<file path="config.mk">
export PLATFORM = sky130hd
export DESIGN_NAME = debounce_scheduler
export DESIGN_NICKNAME = d
export VERILOG_FILES = /design/src/rtl/debounce_pkg.sv /design/src/rtl/sync_2ff.sv /design/src/rtl/debounce_scheduler.sv
export SDC_FILE = /design/constraint.sdc
export NUM_CORES = 1
export LEC_CHECK = 0
export CAP_MARGIN = 30
export CORE_MARGIN = 10
export CORE_UTILIZATION = 40
export CTS_CLUSTER_DIAMETER = 120
export DETAILED_ROUTE_END_ITERATION = 8
export PLACE_DENSITY = 0.54
export SYNTH_ARGS = -nofsm -noshare
export SYNTH_HDL_FRONTEND = slang
export SYNTH_SLANG_ARGS = --single-unit
</file>
<file path="constraint.sdc">
create_clock -name clock -period 3.1 [get_ports clock]
set_input_delay 0.31 -clock clock [delete_from_list [all_inputs] [get_ports clock]]
set_output_delay 0.31 -clock clock [all_outputs]
set_load 0.01 [all_outputs]
</file>
<file path="src/rtl/debounce_pkg.sv">
// rtl/debounce_pkg.sv - shared widths, state encoding and clog2 helper for the debounce scheduler
package debounce_pkg;

  function automatic int clog2(input int value);
    int r;
    r = 0;
    for (int i = 0; i < 31; i++) begin
      if ((1 << i) < value) r = i + 1;
    end
    return r;
  endfunction

  localparam int CHANNELS_DEFAULT     = 4;
  localparam int NOISE_PERIOD_DEFAULT = 256;
  localparam int CW = clog2(NOISE_PERIOD_DEFAULT);
  localparam int IW = clog2(CHANNELS_DEFAULT);

  typedef enum logic {
    STATE_IDLE     = 1'b0,
    STATE_CHANGING = 1'b1
  } chg_state_t;

endpackage

</file>
<file path="src/rtl/sync_2ff.sv">
// rtl/sync_2ff.sv - two-flop synchronizer for raw asynchronous inputs
module sync_2ff #(
  parameter int   WIDTH       = 1,
  parameter logic RESET_VALUE = 1'b0
) (
  input  logic             clock,
  input  logic             reset,
  input  logic [WIDTH-1:0] d,
  output logic [WIDTH-1:0] q
);

  logic [WIDTH-1:0] meta;

  always_ff @(posedge clock or posedge reset) begin
    if (reset) begin
      meta <= {WIDTH{RESET_VALUE}};
      q    <= {WIDTH{RESET_VALUE}};
    end else begin
      meta <= d;
      q    <= meta;
    end
  end

endmodule

</file>
<file path="src/rtl/debounce_scheduler.sv">
// rtl/debounce_scheduler.sv - one debounce engine time-shared round-robin across all channels
// Channel state lives in register arrays; committed edges leave through a single-entry event slot.
module debounce_scheduler
  import debounce_pkg::*;
#(
  parameter int   CHANNELS     = 4,
  parameter int   NOISE_PERIOD = 256,
  parameter logic RESET_VALUE  = 1'b0
) (
  input  logic                        clock,
  input  logic                        reset,
  input  logic                        enable,
  input  logic [CHANNELS-1:0]         data_i,
  output logic [CHANNELS-1:0]         data_o,
  output logic                        event_valid,
  input  logic                        event_ready,
  output logic [clog2(CHANNELS)-1:0]  event_channel,
  output logic                        event_rise
);

  localparam int PTR_W = clog2(CHANNELS);
  localparam int CNT_W = clog2(NOISE_PERIOD);
  localparam logic [PTR_W-1:0] LAST_CH  = PTR_W'(CHANNELS - 1);
  localparam logic [CNT_W-1:0] LAST_CNT = CNT_W'(NOISE_PERIOD - 1);

  logic [CHANNELS-1:0] s;
  logic [PTR_W-1:0]    ptr;
  chg_state_t          chg_q [CHANNELS];
  logic [CNT_W-1:0]    cnt_q [CHANNELS];

  logic             cur_s;
  logic             cur_stable;
  chg_state_t       cur_chg;
  logic [CNT_W-1:0] cur_cnt;
  chg_state_t       nxt_chg;
  logic [CNT_W-1:0] nxt_cnt;
  logic             commit;
  logic             slot_free;

  sync_2ff #(
    .WIDTH       (CHANNELS),
    .RESET_VALUE (RESET_VALUE)
  ) u_sync (
    .clock (clock),
    .reset (reset),
    .d     (data_i),
    .q     (s)
  );

  assign cur_s      = s[ptr];
  assign cur_stable = data_o[ptr];
  assign cur_chg    = chg_q[ptr];
  assign cur_cnt    = cnt_q[ptr];
  assign slot_free  = !event_valid || event_ready;

  // State register: only the channel under the pointer is written on a tick.
  always_ff @(posedge clock or posedge reset) begin
    if (reset) begin
      ptr    <= '0;
      data_o <= {CHANNELS{RESET_VALUE}};
      for (int i = 0; i < CHANNELS; i++) begin
        chg_q[i] <= STATE_IDLE;
        cnt_q[i] <= '0;
      end
    end else if (enable) begin
      chg_q[ptr] <= nxt_chg;
      cnt_q[ptr] <= nxt_cnt;
      if (commit) data_o[ptr] <= cur_s;
      ptr <= (ptr == LAST_CH) ? '0 : ptr + 1'b1;
    end
  end

  // Next-state for the serviced channel.
  always_comb begin
    nxt_chg = cur_chg;
    nxt_cnt = cur_cnt;
    case (cur_chg)
      STATE_IDLE: begin
        if (cur_s != cur_stable) begin
          nxt_chg = STATE_CHANGING;
          nxt_cnt = '0;
        end
      end
      STATE_CHANGING: begin
        if (cur_s == cur_stable) begin
          nxt_chg = STATE_IDLE;
        end else if (cur_cnt == LAST_CNT) begin
          // A blocked commit parks at the terminal count and retries on the next visit.
          if (slot_free) begin
            nxt_chg = STATE_IDLE;
            nxt_cnt = '0;
          end
        end else begin
          nxt_cnt = cur_cnt + 1'b1;
        end
      end
      default: nxt_chg = STATE_IDLE;
    endcase
  end

  // Output decode: a commit needs a stable new level at terminal count and a free event slot.
  always_comb begin
    commit = 1'b0;
    if (cur_chg == STATE_CHANGING && cur_s != cur_stable && cur_cnt == LAST_CNT && slot_free)
      commit = 1'b1;
  end

  // Event slot: handshake runs every clock, loads happen only on service ticks.
  always_ff @(posedge clock or posedge reset) begin
    if (reset) begin
      event_valid   <= 1'b0;
      event_channel <= '0;
      event_rise    <= 1'b0;
    end else if (enable && commit) begin
      event_valid   <= 1'b1;
      event_channel <= ptr;
      event_rise    <= cur_s;
    end else if (event_ready) begin
      event_valid   <= 1'b0;
    end
  end

endmodule

</file>
==> summary.txt <==
Detailed routing
  • Number of vias per cell after detailed routing: 5.43
  • Initial DRT Pass Iterations: 4
  • Number of DRC violations after detailed routing: 0
  • Final wirelength: 6.07 mm
  • Average wire per cell in the routed design: 18.4 um
  • Violation count after the first detailed-routing iteration: 96
  • Antenna-violating nets left: 0
  • Via count of the routed design: 1793

STA
  • Final-layout worst hold slack: 0.292 ns
  • Fin crit share: 86.8%
  • Final worst clock skew: 0.0120 ns
  • Worst-Margin Slew: 0.565 ns
  • Number of failing setup endpoints in the final timing report: 0
  • Final hold violations: 0
  • Unrepaired setup endpoints after global routing: false
  • Count of final max-slew check failures: 0
  • Minimum clock period after layout: 2.69 ns
  • Achievable clock frequency: 372 MHz
  • Relative max-transition margin: 62.4%
  • Final setup slack of the worst path: 0.410 ns
  • Setup TNS Final: 0 ns

Layout
  • Number of non-filler instances in the completed layout: 330
  • Count of inserted antenna diode cells: 0
  • Final core utilization: 47.7%
  • Area taken by multi-input logic gates: 1240 um^2
  • Commonest non-fill, non-tap cell in the layout: sky130_fd_sc_hd__dfrtp_1
  • Commonest cells after routing, fill and taps aside: 54 x sky130_fd_sc_hd__dfrtp_1, 30 x sky130_fd_sc_hd__nand2_1, 23 x sky130_fd_sc_hd__nor2_1, 16 x sky130_fd_sc_hd__o21ai_0, 15 x sky130_fd_sc_hd__clkdlybuf4s50_1
  • Final net count: 265
  • Ratio of cells with drive above 1 in the final layout: 18.2%
  • FILL cells: 589
  • Area growth from synthesis to layout: 15.1%
  • Register area: 1350 um^2

Synthesis
  • Number of warnings issued by yosys: 0
  • Count of mapped cells out of synthesis: 231
  • Part of the Yosys area used for sequential elements: 50.8%
  • Count of state elements after synthesis: 54
  • Mean instance size in the synthesized netlist: 11.5 um^2
  • Ys flop type: sky130_fd_sc_hd__dfrtp_1
  • EDFF count, synth: 0
  • Netlist Area Pre-Place: 2660 um^2
  • Synth Net Count: 244
  • Share of flip-flops with an asynchronous set or reset: 100%
  • Post-synthesis cell type count: 43

Global route
  • Vias in the first global route: 1972
  • Antenna violations before repair: 0
  • Wire length of the first global-routing pass: 10.2 mm
  • Aggregate global routing overflow: 0
  • Global router's overall resource usage: 12.7%
  • Maximum number of pins on one net before global-route repair: 21

Floorplan
  • Vertical extent of the die: 102 um
  • Die width: 102 um
  • Overall die area: 10300 um^2
  • Number of rows created at floorplan: 29
  • Core Region: 6420 um^2
  • Io pins: 16
  • Initial core utilization: 41.4%

Pwr
  • Part of the total power dissipated in the clock network: 21.6%
  • Sequential fraction of design power: 37.9%
  • Static leakage: 1.33 nW
  • Power dissipated by switching net loads: 1.01 mW
  • Power density over the cells: 872 nW/um^2
  • VDD IR-drop max: 0.000319 V
  • Switching share of power: 37.7%
  • Internal power: 1.67 mW
  • Part of the power in combinational logic: 40.5%

Flow run
  • Max-capacitance violation count: 0

Worst setup path
  • Worst R2R Start: ptr[0]
  • Cell family contributing the most delay on the critical path: compound AO/OA/AOI/OAI gates
  • Largest fanout on the critical path: 8
  • Required time at the worst-slack endpoint: 3.28 ns
  • Register-to-register setup slack: 0.41 ns
  • Chain of cells forming the critical path: buf_4 > mux4_2 > xor2_1 > o41ai_1 > a32oi_1 > o21ai_0
  • Slowest stage cell, crit path: sky130_fd_sc_hd__dfrtp_1
  • Destination of the worst register-to-register timing path: cnt_q[24]
  • WP data arrival: 2.87 ns
  • Delay contributed by the slowest stage of the critical path: 0.62 ns
  • Critical setup path kind: reg -> reg
  • Buffers & Inverters on Critical Path: 1
  • Sort of element at the start of the critical path: flop
  • Count of cells along the worst register-to-register path: 6
  • CP endpoint kind: flop

Placed design
  • Worst slack at placement: 0.449 ns
  • Placed Cells: 322
  • Number of I/O port buffers: 15
  • Final estimated routing congestion in global placement: 0.889
  • Dpl hpwl: 4.36 mm

Clock network
  • Clock insertion delay at the later pin of the skew report: 0.32 ns
  • Clock net sink count: 54
  • Total CTS buffers: 5
  • TritonCTS clock tree: done
  • CTS-repair resized insts: 0
  • Buffer type at the clock tree root: sky130_fd_sc_hd__clkbuf_8
  • Post-CTS setup-driven buffer insertion count: 0
  • Hold bufs inserted after CTS: 0
  • Deepest level of the CTS H-tree: 2
  • Buffer depth of the longest clock path: 2
  • Clock slew at reported path FFs: 0.10 ns

Run status
  • Result of the run: complete, no violations

Hold path
  • Min-delay worst type: in -> async
==> sequential cells by signal, indices dropped and copies added, names as in the netlist <==
signal and cells:
cnt_q 32, chg_q 4, data_o 4, u_sync.meta 4, u_sync.q 4, event_channel 2, ptr 2, event_rise 1
event_valid 1
==> kinds of logic after synthesis <==
group / count (synthesis) / synth area share [%]
and+or+nand+nor: 82 / 15.4
DFF: 54 / 50.8
AOI/OAI and AO/OA: 44 / 10.2
muxes: 28 / 17.7
buffers and inverters: 15 / 2.63
adders and majority gates: 5 / 2.35
xor gates and xnor gates: 3 / 0.987
==> area by class of cell <==
cell class,instances,area share (%)
Timing Repair Buffer,23,6.86
Inverter,6,0.735
Clock inverter,2,1.96
Multi-Input combinational cell,162,40.5
Sequential cell,54,44.1
Tap cell,77,3.15
Clock buffer,6,2.70
==> worst reg2reg max path: cells and delay by family, from the launching register on <==
kind	cells	cell delay, ns
buf+inv	1	0.25
compound gates	3	0.70
flops	1	0.62
mux	1	0.61
xor+xnor	1	0.38
==> routing by layer <==
layer	share of wire (%)	track usage [%]	wire, um
met1	49	16.5	2940
met2	46	20.5	2820
met3	3.9	3.40	238
met4	1.0	3.52	63
met5	0	0	0
==> cells in the mapped netlist, drive strengths merged (2+ instances only) <==
cell | number | area (um^2)
nand4 | 2 | 27.5
buf | 4 | 28.8
a31oi | 13 | 81.3
nor2 | 23 | 86.3
mux4 | 11 | 270
a21oi | 7 | 38.8
dfrtp | 54 | 1350
and3 | 3 | 25.0
o21ai | 16 | 80.1
inv | 6 | 22.5
nand2b | 2 | 12.5
nand3 | 8 | 40.0
clkbuf | 5 | 18.8
ha | 5 | 62.6
nor4 | 2 | 27.5
and2 | 7 | 46.3
nand2 | 30 | 113
xnor2 | 2 | 17.5
nor3 | 2 | 10.0
mux2 | 16 | 191
==> power groups by stage <==
| stage | sequential [mW] | clock (mW) | combinational [mW] |
|---|---|---|---|
| after global routing | 1.04 | 0.611 | 1.22 |
| after CTS | 1.02 | 0.593 | 1.08 |
| after detailed placement | 1.03 | 0 | 1.08 |
| after floorplan | 0.967 | 0 | 0.833 |
| after global placement | 1.03 | 0 | 1.06 |
| final | 1.01 | 0.576 | 1.08 |
==> how the worst max path moves through the flow <==
stage,depth (start not counted),from,endpoint
2_1_floorplan,8,ptr[0],cnt_q[5]
3_3_place_gp,5,ptr[0],cnt_q[23]
3_5_place_dp,6,ptr[0],cnt_q[24]
4_1_cts,6,ptr[0],cnt_q[24]
5_1_grt,6,ptr[0],cnt_q[8]
6_report,6,ptr[0],cnt_q[24]
==> stage by stage <==
stage                     power [mW]  area, um^2
final                           2.67        3060
after global routing            2.87        3060
after CTS                       2.69        3060
after detailed placement        2.11        2920
after global placement          2.09        2920
after floorplan                 1.80        2660
Power figures use the tool's default switching activity.
